## src/rtl/sva_mux_mon.sv

```systemverilog
// Multi-channel mux select monitor: checks one-hot encoding and hold stability per channel,
// keeps sticky flags, saturating counts and a first-failure record with a timestamp.
module sva_mux_mon #(
  parameter int N          = 4,
  parameter int CH         = 2,
  parameter bit ALLOW_NULL = 1'b1,
  parameter bit STABLE_CHK = 1'b1,
  parameter int CNT_W      = 8,
  parameter int TS_W       = 16,
  parameter bit SIM_ASSERT = 1'b1,
  localparam int CHW       = (CH > 1) ? $clog2(CH) : 1
) (
  input  logic                clk,
  input  logic                rst,
  input  logic [CH-1:0]       i_en,
  input  logic [CH*N-1:0]     i_sel,
  input  logic [CH-1:0]       i_hold,
  input  logic                i_clr,
  output logic [CH-1:0]       o_err,
  output logic                o_err_any,
  output logic [CH*CNT_W-1:0] o_cnt,
  output logic                o_first_vld,
  output logic [CHW-1:0]      o_first_ch,
  output logic [N-1:0]        o_first_sel,
  output logic [1:0]          o_first_kind,
  output logic [TS_W-1:0]     o_first_ts
);

  localparam logic [CNT_W-1:0] CntMax = '1;

  logic [CH-1:0][N-1:0]     selV;
  logic [CH-1:0][N-1:0]     pSel_q, pSel_d;
  logic [CH-1:0]            pVld_q, pVld_d;
  logic [CH-1:0]            err_q, err_d;
  logic [CH-1:0][CNT_W-1:0] cnt_q, cnt_d;
  logic                     firstVld_q, firstVld_d;
  logic [CHW-1:0]           firstCh_q, firstCh_d;
  logic [N-1:0]             firstSel_q, firstSel_d;
  logic [1:0]               firstKind_q, firstKind_d;
  logic [TS_W-1:0]          tsCnt_q, tsCnt_d;

  logic [CH-1:0]            encViol;
  logic [CH-1:0]            stabViol;
  logic [CH-1:0]            viol;

  assign selV = i_sel;

  // Clearing the lowest set bit leaves zero only for all-zero or one-hot values.
  function automatic logic atMostOne(input logic [N-1:0] s);
    return (s & (s - N'(1))) == '0;
  endfunction

  always_comb begin
    encViol  = '0;
    stabViol = '0;
    for (int c = 0; c < CH; c++) begin
      if (ALLOW_NULL) begin
        encViol[c] = i_en[c] && !atMostOne(selV[c]);
      end else begin
        encViol[c] = i_en[c] && !(atMostOne(selV[c]) && (selV[c] != '0));
      end
      stabViol[c] = STABLE_CHK && i_en[c] && i_hold[c] && pVld_q[c] &&
                    (selV[c] != pSel_q[c]);
    end
  end

  assign viol = encViol | stabViol;

  always_comb begin
    err_d       = err_q;
    cnt_d       = cnt_q;
    firstVld_d  = firstVld_q;
    firstCh_d   = firstCh_q;
    firstSel_d  = firstSel_q;
    firstKind_d = firstKind_q;
    pVld_d      = i_en;
    pSel_d      = pSel_q;
    tsCnt_d     = tsCnt_q + TS_W'(1);

    for (int c = 0; c < CH; c++) begin
      if (i_en[c]) begin
        pSel_d[c] = selV[c];
      end
    end

    if (i_clr) begin
      err_d       = '0;
      cnt_d       = '0;
      firstVld_d  = 1'b0;
      firstCh_d   = '0;
      firstSel_d  = '0;
      firstKind_d = '0;
    end else begin
      for (int c = 0; c < CH; c++) begin
        if (viol[c]) begin
          err_d[c] = 1'b1;
          if (cnt_q[c] != CntMax) begin
            cnt_d[c] = cnt_q[c] + CNT_W'(1);
          end
        end
      end
      // Scanning downwards lets the lowest violating channel overwrite last.
      if (!firstVld_q) begin
        for (int c = CH - 1; c >= 0; c--) begin
          if (viol[c]) begin
            firstVld_d  = 1'b1;
            firstCh_d   = CHW'(c);
            firstSel_d  = selV[c];
            firstKind_d = {stabViol[c], encViol[c]};
          end
        end
      end
    end
  end

  logic [TS_W-1:0] firstTs_q, firstTs_d;

  always_comb begin
    firstTs_d = firstTs_q;
    if (i_clr) begin
      firstTs_d = '0;
    end else if (!firstVld_q && (viol != '0)) begin
      firstTs_d = tsCnt_q;
    end
  end

  always_ff @(posedge clk) begin
    if (rst) begin
      pSel_q      <= '0;
      pVld_q      <= '0;
      err_q       <= '0;
      cnt_q       <= '0;
      firstVld_q  <= 1'b0;
      firstCh_q   <= '0;
      firstSel_q  <= '0;
      firstKind_q <= '0;
      firstTs_q   <= '0;
      tsCnt_q     <= '0;
    end else begin
      pSel_q      <= pSel_d;
      pVld_q      <= pVld_d;
      err_q       <= err_d;
      cnt_q       <= cnt_d;
      firstVld_q  <= firstVld_d;
      firstCh_q   <= firstCh_d;
      firstSel_q  <= firstSel_d;
      firstKind_q <= firstKind_d;
      firstTs_q   <= firstTs_d;
      tsCnt_q     <= tsCnt_d;
    end
  end

  assign o_err        = err_q;
  assign o_err_any    = |err_q;
  assign o_cnt        = cnt_q;
  assign o_first_vld  = firstVld_q;
  assign o_first_ch   = firstCh_q;
  assign o_first_sel  = firstSel_q;
  assign o_first_kind = firstKind_q;
  assign o_first_ts   = firstTs_q;

`ifndef SYNTHESIS
  generate
    if (SIM_ASSERT) begin : gAssert
      for (genvar c = 0; c < CH; c++) begin : gCh
        always_ff @(posedge clk) begin
          if (!rst) begin
            assert (!viol[c])
              else $error("sva_mux_mon: violation on channel %0d, sel=%b", c, selV[c]);
          end
        end
      end
    end
  endgenerate
`endif

endmodule

```

## config.mk

```make
export PLATFORM = sky130hd
export DESIGN_NAME = sva_mux_mon
export DESIGN_NICKNAME = d
export VERILOG_FILES = /design/src/rtl/sva_mux_mon.sv
export SDC_FILE = /design/constraint.sdc
export NUM_CORES = 1
export LEC_CHECK = 0
export BUFFER_PORTS_ARGS = -buffer_cell sky130_fd_sc_hd__buf_2
export CAP_MARGIN = 20
export CORE_MARGIN = 5
export CORE_UTILIZATION = 59
export DETAILED_ROUTE_END_ITERATION = 6
export PLACE_DENSITY = 0.84
export SYNTH_ARGS = -nofsm -noshare
export SYNTH_HDL_FRONTEND = slang
export SYNTH_SLANG_ARGS = --single-unit
```

## constraint.sdc

```tcl
create_clock -name clk -period 5.2 [get_ports clk]
set_input_delay 0.26 -clock clk [delete_from_list [all_inputs] [get_ports clk]]
set_output_delay 0.26 -clock clk [all_outputs]
set_load 0.05 [all_outputs]
```

# Yosys cells after proc, flatten, opt, wreduce, memory -nomap -nowiden
# Cells that the tools add are included.
dict set report totals {
  word_cells 55
  out_inout_bits 43
  reg_bits 68
  input_bits 15
}
dict set report classes {
  n_addsub 5
  bitwise 4
  eq_ne 4
  n_reduce_logical 20
  muxes 9
}
# operator n
set ops {}
lappend ops {{16-bit by 1-bit adder with 16-bit output, second input constant} 1}
lappend ops {{8-bit by 1-bit adder with 8-bit output, second input constant} 2}
lappend ops {{8-bit != test, second input constant} 2}
lappend ops {{1-bit logical AND} 9}
lappend ops {{4-bit AND} 2}
lappend ops {{4-bit zero test} 2}
lappend ops {{4-bit two-way mux} 2}
lappend ops {{4-bit != test} 2}
lappend ops {{4-bit by 1-bit subtractor with 4-bit output, second input constant} 2}
lappend ops {{2-bit AND reduction} 3}
lappend ops {{1-bit two-way mux} 5}
lappend ops {{2-bit two-way mux} 2}
lappend ops {{2-bit OR reduction} 2}
lappend ops {{1-bit zero test} 3}
lappend ops {{2-bit OR} 1}
lappend ops {{2-bit nonzero test} 1}
lappend ops {{1-bit NOT} 1}

# Depth between registers and ports, before layout
dict set report logic_depth {
  depth_word 9
  mapped_depth 7
  ltp_nobuf 6
}

# Worst setup path before layout
# OpenSTA, ideal clock, no wires.
dict set report synth_path {
  path_type {register -> register}
  startpoint {register cnt_q (netlist bit o_cnt[0])}
  endpoint {register cnt_q (netlist bit o_cnt[5])}
  period_less_slack_ns 1.893
  t_required_ns 5.128
  path_stages_with_launch 7
  slack_ns 3.307
  arrival_time_ns 1.822
  setup_time_ns 0.072
  path_buffers 1
  path_cell_list {dfxtp_1 -> ha_1 -> and3_1 -> clkbuf_1 -> and3_1 -> nor4_1 -> mux2i_1}
}
dict set report synth_via {
  elab_chain_len 2
  elab_cells_between_ends 3
  cone_classes {add/sub: 1; eq/ne: 1; reduce/logical: 1}
}
# element line
set synth_lines {}
lappend synth_lines {{start, declared} 35} ;# logic [CH-1:0][CNT_W-1:0] cnt_q, cnt_d;
lappend synth_lines {{start signal, assigned} 143} ;# cnt_q <= cnt_d;
lappend synth_lines {{branches (longest 2 deep; another with 8-bit by 1-bit adder with 8-bit output)} -}
# Several ways; the timed one is not identified.
# A chain may end at the register's enable or synchronous reset.

# Worst setup path after layout
dict set report layout_path {
  startpoint {register pSel_q[6] (netlist name)}
  endpoint {register firstSel_q[3], in the netlist o_first_sel[3]}
}
dict set report layout_via {
  elab_chain_len 5
}
# element line
set layout_lines {}
lappend layout_lines {{start, declared} 32} ;# logic [CH-1:0][N-1:0] pSel_q, pSel_d;
lappend layout_lines {{start signal, assigned} 140} ;# pSel_q <= pSel_d;
lappend layout_lines {{4-bit != test} 63} ;# (selV[c] != pSel_q[c]);
lappend layout_lines {{1-bit logical AND} 62} ;# stabViol[c] = STABLE_CHK && i_en[c] && i_hold[c] && pVld_q[c] &&
lappend layout_lines {{2-bit OR} 67} ;# assign viol = encViol | stabViol;
lappend layout_lines {{2-bit nonzero test (no line)} -}
lappend layout_lines {{2-bit AND reduction (no line)} -}
lappend layout_lines {{end signal, assigned} 146} ;# firstSel_q <= firstSel_d;
lappend layout_lines {{end, declared} 38} ;# logic [N-1:0] firstSel_q, firstSel_d;
# No other way between the ends.

==> impl_metrics.py <==
metrics = {
    "cts": {
        "insertion_delay_ns": 0.34,
        "clk_pin_slew_worst_paths_ns": 0.07,
        "h-tree-depth": 3,
        "cts_tree": "done",
        "cts.repair.resized": 0,
        "cts-root-buf": "clkbuf_8",
        "cts_buffers": 9,
        "clockBufferDepth": 2,
        "postCtsSetupRepairBufs": 0,
        "hold_buffers": 0,
        "cts_sinks": 68,
    },
    "setup_path": {
        "cp_max_fo": 20,
        "worstSetupPathType": "reg -> reg",
        "crit_chain": "xnor2_1 > nand4_1 > a21oi_4 > a21oi_2 > buf_4 > o221a_1",
        "worstSetupStartpointType": "register",
        "cp.buffers_inverters": 1,
        "required_ns": 5.43,
        "cp_slowest_cell": "a21oi_4",
        "worstPathArrival_ns": 2.23,
        "critPathTopFamily": "compound AO/OA/AOI/OAI gates",
        "max_stage_delay_ns": 0.48,
        "crit_path_end_kind": "register",
    },
    "synthesis": {
        "syn_nets": 355,
        "ys_warn_count": 0,
        "syn_avg_cell_area_um2": 9.05,
        "synth_seq_cells": 68,
        "syn_inst": 337,
        "synth_seq_area_share_pct": 44.6,
        "syn-cell-area_mm2": 0.00305,
        "yosysUniqueCellTypes": 51,
    },
    "grt": {
        "antenna_found_initial": 0,
        "gr-total-overflow": 0,
        "grt_pass1_vias": 2520,
        "grt_pass1_wl_um": 11300,
        "grt_max_degree": 37,
        "grtUsageTotal_pct": 21.6,
    },
    "route": {
        "drt_iter0_markers": 190,
        "dr.pass1.iters": 5,
        "post-route-drc-count": 0,
        "wl_per_cell_um": 14.5,
        "ant_nets": 0,
        "wirelength_um": 6710,
        "via_per_inst": 5.75,
        "num_vias": 2670,
    },
    "timing": {
        "min_period_over_period_pct": 38.4,
        "fin_crit_ns": 2.00,
        "clock_skew_ns": 0.00602,
        "rsz0062_at_grt": "no",
        "worst_pin_slew_ns": 0.631,
        "fmax_mhz": 501,
        "maxSlewViolCount": 0,
        "setup_slack_ns": 3.20,
        "slew_headroom_pct": 57.6,
        "hold_viol_final": 0,
        "tns_ns": 0,
        "finalSetupViolations": 0,
    },
    "place": {
        "port_buffers": 57,
        "dp.cells": 449,
        "dp_slack_ns": 3.09,
        "gp_congestion": 0.871,
        "hpwl_um": 4570,
    },
    "final_layout": {
        "layout.nets": 408,
        "n_antenna_cell": 0,
        "stdcell_count": 464,
        "drive_gt1_share_pct": 21.8,
        "mostFrequentLayoutCells": "dfxtp_1, buf_2, nand2_1",
        "area_growth_pct": 17.1,
        "final_common_cell": "dfxtp_1",
    },
    "pwr": {
        "leakage_uw": 0.00150,
        "ir_worst_vdd_mv": 0.186,
        "p_per_area_mw_per_mm2": 324,
    },
    "floorplanning": {
        "fp-row-count": 26,
        "fp.dieH_um": 81.9,
        "start_util_pct": 60.1,
        "core_mm2": 0.00507,
        "die_w_um": 81.9,
        "fp.dieArea_mm2": 0.00671,
        "ios": 58,
    },
    "hold_path": {
        "hp-class": "in -> reg",
    },
    "run_status": {
        "outcome": "finished clean",
    },
    "job": {
        "maxCapViolations": 0,
    },
}
per-stage QoR:
step | cell area, um2 | hold WS [ns] | total power, uW | utilization [%]
floorplan | 3050 | 0.407 | 652 | -
global placement | 3350 | 0.442 | 676 | 66.0
detailed placement | 3350 | 0.444 | 679 | 66.0
CTS | 3570 | 0.224 | 1160 | 70.4
global route | 3570 | 0.236 | 1200 | 70.4
finish | 3570 | 0.227 | 1160 | 70.4
synth_stat cells (all sizes together):
master / number / area (um2)
o221a: 5 / 56.3
a21oi: 19 / 110
mux2i: 28 / 280
o21a: 3 / 23.8
and3: 7 / 43.8
xnor2: 11 / 96.3
nand2: 46 / 173
nor4: 4 / 40.0
nand4: 3 / 18.8
o21ai: 12 / 67.6
xor2: 9 / 78.8
a41oi: 1 / 8.76
maj3: 2 / 20.0
and2: 1 / 6.26
inv: 6 / 22.5
nor4b: 1 / 8.76
or3: 11 / 73.8
ha: 3 / 37.5
nor2: 33 / 124
a21o: 2 / 15.0
a31oi: 2 / 12.5
a2bb2oi: 1 / 8.76
o41ai: 1 / 8.76
buf: 7 / 40.0
dlygate4sd1: 1 / 8.76
o31a: 2 / 18.8
nor2b: 3 / 18.8
dfxtp: 68 / 1360
or2: 2 / 12.5
o21bai: 1 / 7.51
o31ai: 3 / 22.5
nor3: 5 / 25.0
a211oi: 1 / 7.51
clkbuf: 9 / 43.8
a311oi: 1 / 8.76
nand3b: 1 / 7.51
nand3: 15 / 75.1
nor3b: 1 / 7.51
or4: 4 / 30.0
a41o: 2 / 20.0
routing by layer:
metal / global-route usage, % / vias up / wire [um]
li1: - / 1294 / -
met1: 25.7 / 1256 / 2770
met2: 36.8 / 96 / 3310
met3: 6.03 / 24 / 471
met4: 8.31 / 0 / 155
met5: 0 / - / 0
worst register-to-register path: cells and delay by family, from the launching register on:
family	cells	cell delay [ns]
simple gates	1	0.29
xor+xnor	1	0.17
compound gates	3	0.85
flops	1	0.32
buf+inv	1	0.25
sequential cells by signal, indices dropped and copies added (netlist names):
register	cells
o_first_sel	4
o_first_vld	1
pVld_q	2
o_first_ch	1
o_err	2
o_first_ts	16
o_first_kind	2
tsCnt_q	16
o_cnt	16
pSel_q	8
power breakdown:
group	switching (uW)	internal [uW]
registers	11.1	533
logic	83.1	41.6
clock network	194	293
layout make-up:
type                            instances  area [um2]
Timing Repair Buffer                   59         300
Clock inverter                          4        72.6
Fill cell                             418        1500
Inverter                                6        22.5
Clock buffer                           11         151
Sequential cell                        68        1360
Multi-Input combinational cell        246        1580
Tap cell                               70        87.6
kinds of logic after synthesis:
group                    count (synthesis)  synth area share [%]
AO/OA/AOI/OAI                           56                  13.0
XOR/XNOR                                20                  5.74
adder cells (fa/ha/maj)                  5                  1.89
buffers and inverters                   23                  3.77
flip-flops                              68                  44.6
multiplexers                            28                  9.19
AND/OR/NAND/NOR                        137                  21.8
final timing paths:
path | slack, ns | startpoint | endpoint | depth (start not counted)
hold reg to reg | 0.46 | o_first_ts[14] | o_first_ts[14] | 2
hold / removal | 0.23 | i_sel[0] | pSel_q[0] | 3
setup / recovery | 3.20 | pSel_q[6] | o_first_sel[3] | 6
setup reg to reg | 3.20 | pSel_q[6] | o_first_sel[3] | 6
(Power assumes the default switching activity.)
